## config.mk

```make
export PLATFORM = sky130hd
export DESIGN_NAME = ifu_fetch
export DESIGN_NICKNAME = d
export VERILOG_FILES = /design/src/rtl/ifu_fetch.sv
export SDC_FILE = /design/constraint.sdc
export NUM_CORES = 1
export LEC_CHECK = 0
export CORE_UTILIZATION = 45
export DETAILED_ROUTE_END_ITERATION = 16
export HOLD_SLACK_MARGIN = 0.03
export PLACE_DENSITY = 0.78
export SETUP_SLACK_MARGIN = 0.05
export SYNTH_ARGS = -nofsm -noshare
export SYNTH_HDL_FRONTEND = slang
export SYNTH_SLANG_ARGS = --single-unit
```

## constraint.sdc

```tcl
create_clock -name clk -period 4.4 [get_ports clk]
set_input_delay 1.32 -clock clk [delete_from_list [all_inputs] [get_ports clk]]
set_output_delay 1.32 -clock clk [all_outputs]
set_load 0.01 [all_outputs]
```

## src/rtl/ifu_fetch.sv

```systemverilog
// ifu_fetch -- instruction-fetch unit for the five-stage RV64 pipeline.
// Owns the PC and fetches one 32-bit instruction at a time over a
// req/gnt/rvalid memory port. It keeps at most one request outstanding and
// delivers {pc, inst} through a single-entry IF/ID buffer with a valid/ready
// handshake. EX redirects overwrite the PC and squash any in-flight fetch.
//
// Optional feature: define IFU_MISALIGN_EXC_EN so that a redirect to a target
// that is not 4-byte aligned produces a single trap beat (pc = target,
// inst = NOP, if_misalign_o = 1) and fetch then parks until the next redirect.
// Without it, redirect targets are force-aligned and if_misalign_o is tied low.
module ifu_fetch #(
  parameter logic [63:0] RESET_PC = 64'h8000_0000
) (
  input  logic        clk,
  input  logic        rst,
  input  logic        jump_en_i,
  input  logic [63:0] jump_addr_i,
  output logic        imem_req_o,
  output logic [63:0] imem_addr_o,
  input  logic        imem_gnt_i,
  input  logic        imem_rvalid_i,
  input  logic [31:0] imem_rdata_i,
  output logic        if_valid_o,
  input  logic        if_ready_i,
  output logic [63:0] if_pc_o,
  output logic [31:0] if_inst_o,
  output logic        if_misalign_o
);

  localparam logic [31:0] NOP_INST = 32'h0000_0013;  // addi x0, x0, 0

  typedef enum logic [1:0] {
    ST_IDLE,
    ST_REQ,
    ST_WAIT,
    ST_TRAP
  } state_e;

  state_e      state_q, state_d;
  logic [63:0] pc_q, pc_d;
  logic        kill_q, kill_d;
  logic        buf_valid_q, buf_valid_d;
  logic [63:0] buf_pc_q, buf_pc_d;
  logic [31:0] buf_inst_q, buf_inst_d;

  logic        req;
  logic        fire;
  logic        load_fetch;
  logic        inflight;
  logic        jump_trap;
  logic [63:0] jump_pc;

  // A new request may only go out when the buffer will have room for its
  // response; with one request outstanding this keeps the buffer from
  // ever overflowing.
  assign req  = (state_q == ST_REQ) && (!buf_valid_q || if_ready_i);
  assign fire = req && imem_gnt_i;

  // A good (not killed, not redirected) response lands in the buffer.
  assign load_fetch = (state_q == ST_WAIT) && imem_rvalid_i && !kill_q && !jump_en_i;

  // True when a memory response will still be owed after this clock edge:
  // either a request is granted right now, or one granted earlier has not
  // come back yet. A redirect must kill exactly that response.
  assign inflight = fire ||
                    (!imem_rvalid_i &&
                     ((state_q == ST_WAIT) || ((state_q == ST_TRAP) && kill_q)));

  // Aligned PC for a redirect; the low two bits are never fetched from.
  assign jump_pc = jump_addr_i & ~64'h3;

`ifdef IFU_MISALIGN_EXC_EN
  logic buf_mis_q;

  assign jump_trap     = jump_en_i && (jump_addr_i[1:0] != 2'b00);
  assign if_misalign_o = buf_mis_q;

  // Misaligned-target flag travels with the buffered beat.
  always_ff @(posedge clk) begin
    if (rst) begin
      buf_mis_q <= 1'b0;
    end else if (jump_en_i) begin
      buf_mis_q <= jump_trap;
    end else if (load_fetch) begin
      buf_mis_q <= 1'b0;
    end
  end
`else
  assign jump_trap     = 1'b0;
  assign if_misalign_o = 1'b0;
`endif

  // Next-state logic: normal fetch progress first, redirect applied last so
  // it overrides every other event in the same cycle.
  always_comb begin
    // NOTE: every signal written here gets a default first, so no path can
    // leave it unassigned and infer a latch.
    state_d     = state_q;
    pc_d        = pc_q;
    kill_d      = kill_q;
    buf_valid_d = buf_valid_q;
    buf_pc_d    = buf_pc_q;
    buf_inst_d  = buf_inst_q;

    // IF/ID consumes the current beat.
    if (buf_valid_q && if_ready_i) begin
      buf_valid_d = 1'b0;
    end

    unique case (state_q)
      ST_IDLE: begin
        state_d = ST_REQ;
      end
      ST_REQ: begin
        if (fire) begin
          state_d = ST_WAIT;
        end
      end
      ST_WAIT: begin
        if (imem_rvalid_i) begin
          state_d = ST_REQ;
          if (kill_q) begin
            kill_d = 1'b0;
          end else begin
            buf_valid_d = 1'b1;
            buf_pc_d    = pc_q;
            buf_inst_d  = imem_rdata_i;
            pc_d        = pc_q + 64'd4;
          end
        end
      end
      ST_TRAP: begin
        // A request granted just before the trap may still return here.
        if (imem_rvalid_i) begin
          kill_d = 1'b0;
        end
      end
      default: begin
        state_d = ST_IDLE;
      end
    endcase

    if (jump_en_i) begin
      pc_d        = jump_pc;
      buf_valid_d = 1'b0;
      kill_d      = inflight;
      if (jump_trap) begin
        state_d     = ST_TRAP;
        buf_valid_d = 1'b1;
        buf_pc_d    = jump_addr_i;
        buf_inst_d  = NOP_INST;
      end else if (inflight) begin
        state_d = ST_WAIT;
      end else begin
        state_d = ST_REQ;
      end
    end
  end

  // State, PC, kill flag and output buffer registers.
  always_ff @(posedge clk) begin
    // NOTE: sequential state uses non-blocking assignments so every register
    // samples the pre-edge values, independent of statement order.
    if (rst) begin
      state_q     <= ST_IDLE;
      pc_q        <= RESET_PC;
      kill_q      <= 1'b0;
      buf_valid_q <= 1'b0;
      buf_pc_q    <= '0;
      buf_inst_q  <= '0;
    end else begin
      state_q     <= state_d;
      pc_q        <= pc_d;
      kill_q      <= kill_d;
      buf_valid_q <= buf_valid_d;
      buf_pc_q    <= buf_pc_d;
      buf_inst_q  <= buf_inst_d;
    end
  end

  assign imem_req_o  = req;
  assign imem_addr_o = pc_q;
  assign if_valid_o  = buf_valid_q;
  assign if_pc_o     = buf_pc_q;
  assign if_inst_o   = buf_inst_q;

endmodule

```

Yosys cells after proc, flatten, opt, wreduce, memory -nomap -nowiden
Cells that the tools add are included.

Add/sub/neg operators: 1. Equal/unequal tests: 6. Multiplexer cells: 16. Bitwise logic cells: 1. Reduce and logical (&&, ||, !) cells: 21.

Operators with widths (count): 2-to-1 mux 64 bit (4); adder 64 x 3 -> 64 bit, second input constant (1); AND reduction 3 bit (3); 2-to-1 mux 2 bit (4); 2-to-1 mux 1 bit (7); inequality test 3 bit, second input constant (2); case mux 2 bit (3 select lines) (1); nonzero test 2 bit (3); logical AND 1 bit (5); equality test 2 bit, second input constant (2); nonzero test 4 bit (1); OR reduction 2 bit (2); logical OR 1 bit (3); equality test 2 x 1 -> 1 bit, second input constant (1); zero test 1 bit (2); zero test 2 bit (1); inequality test 2 bit, second input constant (1); AND reduction 2 bit (1); NOT 1 bit (1).

Bits in registers: 164. Word-level logic and storage cells: 52.

Depth between registers and ports, before layout
Gate-level depths: netlist of the first run.

Word-level depth: 7. Mapped depth: 10. Mapped depth without buffers: 7.

Least setup slack after synthesis of the first run
No wires, ideal clock.

Kind: input -> register. From: in imem_rvalid_i. To: reg pc_q[55], in the netlist imem_addr_o[55]. Arrival: 3.564 ns. Data required time: 4.309 ns. Path slack: 0.745 ns. Cell stages on the path: 8. Path buffers: 3. Cell sequence: nand3b_1 -> buf_2 -> or4_4 -> buf_6 -> or4_4 -> buf_6 -> or4_1 -> a311oi_1.

Word-level cells in the longest chain between the ends: 2.

Ends and longest elaborated chain: from (decl) (RTL line 21) `input logic imem_rvalid_i,`; nonzero test 2 bit (no line); AND reduction 3 bit (no line); to (signal assigned) (RTL line 173) `pc_q <= pc_d;`; to (decl) (RTL line 40) `logic [63:0] pc_q, pc_d;`.

No other way between the ends. A chain may end at the register's enable or synchronous reset.

Worst setup path in the final report of the first run
From: in if_ready_i. To: out imem_req_o.

Word-level cells in the longest chain between the ends: 2.

Ends and longest elaborated chain: from (decl) (RTL line 24) `input logic if_ready_i,`; logical OR 1 bit (RTL line 56) `assign req = (state_q == ST_REQ) && (!buf_valid_q || if_ready_i);`; logical AND 1 bit (RTL line 56); to (decl) (RTL line 18) `output logic imem_req_o,`.

No other way between the ends.

==> results by group, run 1 <==
GRT
  • Congestion Overflow GR: 0
  • Vias in the first global route: 6625
  • Aggregate global-route resource usage: 26.3%
  • Largest net degree at the start of global routing: 98
  • Antenna violations before repair: 0
  • First-pass GRT wire length: 34400 um

Die
  • Initial Utilization: 46.5%
  • Row Count: 45
  • Core Box Area: 0.0153 mm2
  • Die height: 128 um
  • Die width: 128 um
  • DIE AREA: 0.0163 mm2
  • I/O pins: 265

Outcome
  • Status: finished clean

Clocking
  • CTS Hold Bufs: 0
  • Resize count post-CTS: 0
  • H-tree level count: 4
  • Root Buffer: clkbuf_16
  • Reg clk slew, reported paths: 60 ps
  • Sink Count: 160
  • CTS tree: built
  • Longest Clk Path Bufs: 2
  • Post-CTS Setup Inserts: 0
  • Worst skew pair latency: 420 ps
  • CTS buffer count: 17

Logic synthesis
  • Prevailing post-synth register cell: dfxtp_1
  • Seq/Total Area, Yosys: 44.9%
  • Syn avg cell area: 7.85 um2
  • Synth cell types: 46
  • Post-synthesis register bit count: 160
  • Post-Synthesis Cells: 908
  • Asr flop ratio synth: 0%
  • Yosys warns: 0
  • Number of synthesized flops with an enable pin: 0
  • Post-synthesis cell area: 0.00713 mm2

Timing
  • Period utilization: 89.6%
  • Clock Skews: 8.35 ps
  • RSZ-0062 raised after global routing: false
  • Hold Fails Final Rpt: 0
  • Final Max Tran Viols: 0
  • TNS Setup: 0 ps
  • Final setup vio count: 0
  • FMAX: 254 MHz
  • Fin crit period: 3940 ps
  • Slew Limit Headroom: 30.3%
  • Worst Tran Pin Value: 1040 ps

Setup path
  • Worst Setup End Kind: output port
  • Critical path launch point: if_ready_i
  • Startpoint Class: input pin
  • Critical Path RT: 3080 ps
  • Worst R2R End: imem_addr_o[43]$_SDFFE_PP0P_
  • R2r setup slk: 1300 ps
  • Setup crit end: imem_req_o
  • CP max FO: 3
  • Critical path type: input pin to output port
  • Reg-to-reg startpoint: state_q[0]$_SDFFE_PP0P_
  • Crit path DAT: 2620 ps
  • R2R depth: 7

Power and ir drop
  • Pint: 2650 uW
  • Pwr dens: 337 mW/mm2
  • Static Leak: 0.00340 uW
  • Power, Total: 3500 uW
  • Seq pwr share: 45.3%
  • Clock Power Share: 42.9%
  • Net Sw Frac: 24.5%
  • VDD IR max: 0.000249 V
  • Switching power: 858 uW
  • Combinational share of power: 11.8%

Cells and area
  • # fillers: 1277
  • P&R area growth vs syn: 46.1%
  • Diodes inserted: 0
  • Share of layout cells above drive strength 1: 4.55%
  • Layout Utilization: 68.0%
  • Final non-filler cell total: 1355
  • Layout net count: 1239

Place
  • Port buffer count: 257
  • Routability congestion estimate: 0.836
  • HPWL Detailed: 14900 um
  • Placed cells: 1324

Drt
  • Via count: 7259
  • DRC Markers: 0
  • DR pass1 iterations: 4
  • Mean routed wirelength per cell: 16.0 um
  • Iter 0 DRT Violations: 464
  • Antenna Violating Nets Remaining: 0
  • WL final: 21700 um
  • Vias per cell: 5.36

Worst hold path
  • Hold Path Stages: 2
  • Worst Hold Class: flop to flop

Flow run
  • Max Cap Viol: 0
-- cells in the mapped netlist, drive strengths merged (5+ instances only) --
cell type / instances / share of area, %
nor3: 13 / 0.91
a211oi: 23 / 2.4
nand4: 20 / 1.8
buf: 19 / 1.5
clkbuf: 52 / 2.7
o21ai: 13 / 0.91
inv: 11 / 0.58
nor4: 16 / 1.4
dfxtp: 160 / 45
or3: 11 / 0.97
o31ai: 16 / 1.7
nand3: 28 / 2.0
ha: 5 / 0.88
nand2: 222 / 12
and4: 7 / 0.86
xnor2: 23 / 2.8
and3: 13 / 1.1
or4: 19 / 2.1
xor2: 6 / 0.74
a311oi: 28 / 3.4
a21oi: 107 / 7.5
nor2: 60 / 3.2
-- critical path, cell delays in order --
cell,delay [ps]
clkdlybuf4s50_1,450
nand2b_1,140
and2_1,160
clkdlybuf4s50_1,550
-- layout by cell type, fill, tap and decap left out, types with 3 or more instances in the layout --
master / count
clkbuf_16: 17
o31ai_1: 16
a21oi_1: 107
clkbuf_8: 5
clkinv_2: 3
a2111oi_0: 4
nor2b_1: 3
nand3_1: 28
xnor2_1: 23
o31a_1: 3
a311oi_1: 28
o21ai_0: 13
clkdlybuf4s50_1: 256
ha_1: 5
buf_4: 15
or3_1: 11
and3_1: 13
nand2_1: 222
nor3_1: 13
nor4_1: 15
conb_1: 5
xor2_1: 6
nand4_1: 20
nor2_1: 60
dfxtp_1: 160
inv_1: 11
mux2i_1: 4
or4_1: 17
a211oi_1: 23
and4_1: 7
-- layout make-up --
class / count / area (um2) / share of cell area [%]
clock buffer: 23 / 498 / 4.78
clock inverter: 8 / 103 / 0.986
inverter: 12 / 46.3 / 0.445
multi-input combinational: 669 / 3600 / 34.6
sequential: 160 / 3200 / 30.8
tap: 211 / 264 / 2.54
timing repair buffer: 272 / 2700 / 25.9
-- worst min path at each step --
stage                                         start                        end  slack, ps
after floorplan           if_inst_o[0]$_SDFFE_PP0P_  if_inst_o[0]$_SDFFE_PP0P_        480
after global placement     if_pc_o[15]$_SDFFE_PP0P_   if_pc_o[15]$_SDFFE_PP0P_        440
final                       if_pc_o[7]$_SDFFE_PP0P_    if_pc_o[7]$_SDFFE_PP0P_        450
after detailed placement   if_pc_o[33]$_SDFFE_PP0P_   if_pc_o[33]$_SDFFE_PP0P_        450
after global routing       if_pc_o[19]$_SDFFE_PP0P_   if_pc_o[19]$_SDFFE_PP0P_        470
after CTS                  if_pc_o[17]$_SDFFE_PP0P_   if_pc_o[17]$_SDFFE_PP0P_        450
-- routing by layer --
metal  vias to the layer above  part of all wire [%]  GRT usage (%)
met3                        28                   5.4           6.43
li1                       3642                     -              -
met4                         0                   2.0           8.51
met2                       203                    49           44.0
met5                         -                     0              0
met1                      3386                    44           33.3
-- flip-flops by register name, indices dropped and copies added, names as in the netlist --
name	cells
if_valid_o	1
if_pc_o	62
kill_q	1
imem_addr_o	62
if_inst_o	32
state_q	2
-- power groups by stage --
stage / clock (uW) / combinational, uW / sequential, uW
2_1_floorplan: 0 / 161 / 1620
3_3_place_gp: 0 / 407 / 1620
3_5_place_dp: 0 / 411 / 1620
4_1_cts: 1520 / 415 / 1590
5_1_grt: 1590 / 446 / 1600
6_report: 1500 / 413 / 1590
-- metrics by stage --
step / cell area [um2] / setup WS (ps) / hold WS [ps]
2_1_floorplan: 7140 / 745 / 481
3_3_place_gp: 9810 / 305 / 441
3_5_place_dp: 9810 / 257 / 445
4_1_cts: 10400 / 453 / 454
5_1_grt: 10400 / 424 / 470
6_report: 10400 / 457 / 452
-- kinds of logic after synthesis --
logic type	after synthesis	share of synthesized area, %
DFF	160	44.9
buffers and inverters	83	4.88
muxes	4	0.562
xor gates and xnor gates	29	3.56
other	1	0.0526
AOI/OAI and AO/OA	203	17.8
and+or+nand+nor	423	27.4
adders and majority gates	5	0.878
Power figures use the tool's default switching activity.
==> run 2: changes to the inputs <==
Settings changed: CORE_UTILIZATION 45 to 48, PLACE_DENSITY 0.78 to 0.83.
Clock period 4.4 ns to 5 ns, I/O delays scaled along.
==> run 2 against run 1 <==
Utilization is 3.2 points higher. Setup slack improved by 270 ps. Hold slack about the same. Wire length decreased by 2.2%. Non-clock buffer count fell by 3. First-iteration DRC count grew 28%. Clock power is 11% lower. Count of clock-buffer cells in the layout increased by 1. Largest cell class unchanged.
==> results by group, run 2 (synthesis results as in run 1) <==
Die
  • Core Box Area: 0.0145 mm2 (-5.1%)
  • Row Count: 44 (-2.2%)
  • DIE AREA: 0.0153 mm2 (-6.2%)
  • Die height: 124 um (-3.1%)
  • I/O pins: 265 (unchanged)
  • Initial Utilization: 49.0% (+2.5 points)
  • Die width: 124 um (-3.1%)

Drt
  • Iter 0 DRT Violations: 595 (+28%)
  • Via count: 7361 (+1.4%)
  • Vias per cell: 5.55 (+3.6%)
  • DR pass1 iterations: 5 (+1)
  • WL final: 21200 um (-2.2%)
  • Antenna Violating Nets Remaining: 0 (unchanged)
  • DRC Markers: 0 (unchanged)
  • Mean routed wirelength per cell: 16.0 um (-0.11%)

Power and ir drop
  • VDD IR max: 0.000217 V (-13%)
  • Net Sw Frac: 24.0% (-0.53 points)
  • Pint: 2350 uW (-11%)
  • Static Leak: 0.00338 uW (-0.54%)
  • Switching power: 742 uW (-14%)
  • Clock Power Share: 43.2% (+0.3 points)
  • Seq pwr share: 45.1% (-0.2 points)
  • Combinational share of power: 11.7% (about the same)
  • Pwr dens: 299 mW/mm2 (-11%)

Cells and area
  • # fillers: 1147 (-10%)
  • Layout Utilization: 71.2% (+3.2 points)
  • Diodes inserted: 0 (unchanged)
  • Share of layout cells above drive strength 1: 4.12% (-0.43 points)
  • Commonest non-fill, non-tap cell in the layout: clkdlybuf4s50_1
  • Commonest cells after routing, fill and taps aside: clkdlybuf4s50_1, nand2_1, dfxtp_1
  • Layout net count: 1236 (-0.24%)
  • P&R area growth vs syn: 45.2%

Worst hold path
  • Worst Hold Class: flop to flop
  • Worst Hold Path EP: if_pc_o[18]$_SDFFE_PP0P_
  • Hold Path Stages: 2 (unchanged)
  • Hold_sp: if_pc_o[18]$_SDFFE_PP0P_

Timing
  • TNS Setup: 0 ps (unchanged)
  • Hold Fails Final Rpt: 0 (unchanged)
  • RSZ-0062 raised after global routing: false
  • Clock Skews: 8.89 ps (+0.539 ps)
  • Worst Tran Pin Value: 1000 ps (-40.4 ps)
  • Period utilization: 85.4%
  • FMAX: 234 MHz
  • Final Max Tran Viols: 0 (unchanged)
  • Fin worst setup slack: 731 ps (+274 ps)
  • Slew Limit Headroom: 33.0% (+2.7 points)
  • Fin crit period: 4270 ps
  • Final setup vio count: 0 (unchanged)

Clocking
  • H-tree level count: 4 (unchanged)
  • Worst skew pair latency: 420 ps (about the same)
  • CTS tree: built
  • Longest Clk Path Bufs: 2 (unchanged)
  • CTS Hold Bufs: 0 (unchanged)
  • Resize count post-CTS: 0 (unchanged)
  • Post-CTS Setup Inserts: 0 (unchanged)
  • Root Buffer: clkbuf_16
  • Sink Count: 160 (unchanged)
  • Reg clk slew, reported paths: 60 ps (about the same)
  • CTS buffer count: 17 (unchanged)

Place
  • Post-Place Worst Slack: 472 ps (+215 ps)
  • Routability congestion estimate: 0.811 (-3.0%)
  • Port buffer count: 257 (unchanged)
  • HPWL Detailed: 14300 um (-3.7%)

Setup path
  • CP max FO: 3 (unchanged)
  • Slowest cell delay on critical path: 540 ps (about the same)
  • R2R depth: 7 (unchanged)
  • R2r setup slk: 1840 ps (+540 ps)
  • Critical path type: input pin to output port
  • Critical Path, Cell by Cell: clkdlybuf4s50_1, nand2b_1, and2_1, clkdlybuf4s50_1
  • Startpoint Class: input pin
  • Worst path most repeated cell: clkdlybuf4s50_1
  • Slowest-stage cell, CP: clkdlybuf4s50_1
  • Crit path max-delay family: buffers and inverters
  • Crit path DAT: 2770 ps (+150 ps)
  • Reg-to-reg startpoint: state_q[0]$_SDFFE_PP0P_
  • Worst Setup End Kind: output port
  • Buf/Inv on CP: 2 (unchanged)
  • Worst R2R End: imem_addr_o[43]$_SDFFE_PP0P_
  • Critical Path RT: 3500 ps (+420 ps)

GRT
  • Antenna violations before repair: 0 (unchanged)
  • Congestion Overflow GR: 0 (unchanged)
  • First-pass GRT wire length: 32900 um (-4.3%)
  • Aggregate global-route resource usage: 27.3% (+0.98 points)
  • Largest net degree at the start of global routing: 98 (unchanged)
  • Vias in the first global route: 6613 (-0.18%)

Flow run
  • Max Cap Viol: 0 (unchanged)

Outcome
  • Status: finished clean
run 2: per-stage QoR:
stage,cell area [um2],total power [uW],instances,hold slack [ps]
2_1_floorplan,7140,1570,912,481
3_3_place_gp,9740,1780,1294,441
3_5_place_dp,9740,1780,1294,445
4_1_cts,10300,3110,1326,453
5_1_grt,10300,3200,1326,472
6_report,10300,3100,1326,452
run 2: cell type report:
| type | instances | area [um2] | area share, % |
|---|---|---|---|
| clock buffer | 24 | 482 | 4.65 |
| multi-input combinational | 669 | 3600 | 34.8 |
| clock inverter | 8 | 128 | 1.23 |
| tap | 184 | 230 | 2.22 |
| timing repair buffer | 269 | 2660 | 25.7 |
| sequential | 160 | 3200 | 30.9 |
| inverter | 12 | 46.3 | 0.447 |
run 2: worst min-delay path, stage by stage (launching register included):
cell and delay (ps):
dfxtp_1 310, nand2_1 50, a21oi_1 50
run 2: how the worst max path moves through the flow:
stage / start / end / slack, ps / depth (start not counted)
4_1_cts: if_ready_i / imem_req_o / 730 / 4
2_1_floorplan: imem_rvalid_i / imem_addr_o[55]$_SDFFE_PP0P_ / 1160 / 8
3_3_place_gp: imem_rvalid_i / imem_addr_o[43]$_SDFFE_PP0P_ / 510 / 6
5_1_grt: if_ready_i / imem_req_o / 660 / 4
6_report: if_ready_i / imem_req_o / 730 / 4
3_5_place_dp: imem_rvalid_i / imem_addr_o[43]$_SDFFE_PP0P_ / 470 / 6
run 2: power groups by stage:
| stage | combinational (uW) | clock (uW) | sequential, uW |
|---|---|---|---|
| 3_3_place_gp | 355 | 0 | 1420 |
| 5_1_grt | 393 | 1400 | 1410 |
| 4_1_cts | 362 | 1350 | 1400 |
| 6_report | 361 | 1340 | 1400 |
| 2_1_floorplan | 141 | 0 | 1420 |
| 3_5_place_dp | 358 | 0 | 1420 |
run 2: layer usage:
layer	share of wire (%)	global-route usage [%]	vias to the layer above	wire length (um)
li1	-	-	3651	-
met1	42	34.4	3425	8970
met2	49	45.6	261	10500
met3	6.6	6.00	24	1390
met4	1.8	9.86	0	384
met5	0	0	-	0
==> run 3: changes to the inputs <==
Settings changed: CTS_BUF_LIST from default to sky130_fd_sc_hd__clkbuf_16.
==> run 3 against run 2 <==
Power decreased by 2.1%. Via count shrank 0.29%. Global-route usage shrank 0.076 points. Final area decreased by 0.29%. Sequential share of layout area rose by 0.090 points. Maximum frequency about the same. Hold slack about the same. Wire length fell by 1.0%. Utilization down 0.21 points. Critical path depth stayed put. Largest power group unchanged.
==> results by group, run 3 (synthesis results as in run 1) <==
Clocking
  • Sink Count: 160 (unchanged)
  • H-tree level count: 4 (unchanged)
  • Root Buffer: clkbuf_16
  • Worst skew pair latency: 420 ps (about the same)
  • Post-CTS Setup Inserts: 0 (unchanged)
  • CTS Hold Bufs: 0 (unchanged)
  • CTS tree: built
  • Reg clk slew, reported paths: 60 ps (about the same)
  • Longest Clk Path Bufs: 2 (unchanged)
  • CTS buffer count: 17 (unchanged)
  • Resize count post-CTS: 0 (unchanged)

Place
  • Post-Place Worst Slack: 472 ps (unchanged)
  • HPWL Detailed: 14300 um (unchanged)
  • Placed cells: 1294 (unchanged)
  • Port buffer count: 257 (unchanged)
  • Routability congestion estimate: 0.811 (unchanged)
  • Placed Area: 0.00974 mm2 (unchanged)

Die
  • Row Count: 44 (unchanged)
  • Die width: 124 um (unchanged)
  • I/O pins: 265 (unchanged)
  • DIE AREA: 0.0153 mm2 (unchanged)
  • Initial Utilization: 49.0% (unchanged)
  • Core Box Area: 0.0145 mm2 (unchanged)
  • Die height: 124 um (unchanged)

Setup path
  • Buf/Inv on CP: 2 (unchanged)
  • Startpoint Class: input pin
  • Critical Path, Cell by Cell: clkdlybuf4s50_1, nand2b_1, and2_1, clkdlybuf4s50_1
  • CP max FO: 3 (unchanged)
  • Crit path max-delay family: buffers and inverters
  • Crit path DAT: 2770 ps (about the same)
  • Reg-to-reg startpoint: state_q[0]$_SDFFE_PP0P_
  • Critical path launch point: if_ready_i
  • Worst path most repeated cell: clkdlybuf4s50_1
  • Slowest cell delay on critical path: 550 ps (about the same)
  • Slowest-stage cell, CP: clkdlybuf4s50_1
  • Critical path type: input pin to output port
  • Worst Setup End Kind: output port
  • Critical Path RT: 3500 ps (about the same)

Timing
  • Period utilization: 85.4% (about the same)
  • Hold WS: 452 ps (-0.160 ps)
  • Worst Tran Pin Value: 1010 ps (+2.16 ps)
  • TNS Setup: 0 ps (unchanged)
  • Final Max Tran Viols: 0 (unchanged)
  • Fin worst setup slack: 732 ps (+0.156 ps)
  • Final setup vio count: 0 (unchanged)
  • Slew Limit Headroom: 32.9% (-0.14 points)
  • Clock Skews: 6.46 ps (-2.43 ps)
  • Hold Fails Final Rpt: 0 (unchanged)
  • RSZ-0062 raised after global routing: false
  • FMAX: 234 MHz (about the same)
  • Fin crit period: 4270 ps (-0.156 ps)

Cells and area
  • Commonest non-fill, non-tap cell in the layout: clkdlybuf4s50_1
  • Commonest cells after routing, fill and taps aside: clkdlybuf4s50_1, nand2_1, dfxtp_1
  • Finished Cell Area: 0.0103 mm2 (-0.29%)
  • Layout net count: 1236 (unchanged)
  • Area of the multi-input gates: 0.00360 mm2 (unchanged)
  • # fillers: 1146 (-0.087%)
  • Diodes inserted: 0 (unchanged)
  • P&R area growth vs syn: 44.8%
  • Share of layout cells above drive strength 1: 3.85% (-0.26 points)
  • Sequential standard cell area: 0.00320 mm2 (unchanged)
  • Final non-filler cell total: 1326 (unchanged)

GRT
  • Vias in the first global route: 6600 (-0.20%)
  • Largest net degree at the start of global routing: 98 (unchanged)
  • First-pass GRT wire length: 32800 um (-0.25%)
  • Aggregate global-route resource usage: 27.2% (-0.076 points)
  • Congestion Overflow GR: 0 (unchanged)
  • Antenna violations before repair: 0 (unchanged)

Flow run
  • Max Cap Viol: 0 (unchanged)

Drt
  • Mean routed wirelength per cell: 15.8 um (-1.0%)
  • Vias per cell: 5.54 (-0.29%)
  • Via count: 7340 (-0.29%)
  • Antenna Violating Nets Remaining: 0 (unchanged)
  • Iter 0 DRT Violations: 568 (-4.5%)
  • DR pass1 iterations: 7 (+2)
  • WL final: 21000 um (-1.0%)
  • DRC Markers: 0 (unchanged)

Power and ir drop
  • VDD IR max: 0.000218 V (+0.49%)
  • Switching power: 733 uW (-1.2%)
  • Seq pwr share: 46.1% (+1.0 points)
  • Combinational share of power: 11.9% (+0.2 points)
  • Net Sw Frac: 24.2% (+0.20 points)
  • Static Leak: 0.00338 uW (about the same)
  • Pwr dens: 294 mW/mm2 (-1.8%)
  • Clock Power Share: 42.0% (-1.2 points)
  • Pint: 2300 uW (-2.3%)

Outcome
  • Status: finished clean

Worst hold path
  • Hold_sp: if_pc_o[18]$_SDFFE_PP0P_
  • Worst Hold Class: flop to flop
-- run 3: changes by cell type in the layout (fill, tap and decap cells not counted) --
cell	before	now
inv_1	11	15
clkbuf_1	4	0
clkinv_1	0	3
clkbuf_8	3	0
-- run 3: metrics by stage --
stage	total power (uW)	util (%)
after floorplan	1570	-
final	3030	71.0
after detailed placement	1780	67.0
after global placement	1780	67.0
after CTS	3050	71.0
after global routing	3140	71.0
-- run 3: final timing paths --
check	endpoint	slack (ps)	cells past startpoint
setup reg to reg	imem_addr_o[43]$_SDFFE_PP0P_	1830	7
hold / removal	if_pc_o[18]$_SDFFE_PP0P_	450	2
hold reg to reg	if_pc_o[18]$_SDFFE_PP0P_	450	2
setup / recovery	imem_req_o	730	4
-- run 3: layout make-up --
type                            instances  area share [%]
Tap cell                              184            2.23
Inverter                               12           0.449
Clock buffer                           17            4.12
Sequential cell                       160            31.0
Timing Repair Buffer                  269            25.8
Multi-Input combinational cell        669            34.9
Clock inverter                         15            1.49
-- run 3: worst reg2reg max path, cell delays in order, from the launching register on --
cell,delay (ps)
dfxtp_1,340
inv_1,90
ha_1,280
nand3b_1,170
or4_4,670
or4_1,750
or4_1,530
a311oi_1,250
-- run 3: per-layer routing --
| layer | vias to the layer above | part of all wire [%] | track usage [%] |
|---|---|---|---|
| li1 | 3647 | - | - |
| met1 | 3417 | 42 | 34.5 |
| met2 | 250 | 49 | 45.3 |
| met3 | 26 | 6.7 | 6.00 |
| met4 | 0 | 1.9 | 9.79 |
| met5 | - | 0 | 0 |
-- run 3: power groups by stage --
stage	Sequential (uW)	Clock (uW)	Combinational, uW
after floorplan	1420	0	141
after global placement	1420	0	355
after detailed placement	1420	0	358
after CTS	1400	1300	362
after global routing	1410	1350	393
final	1400	1280	361
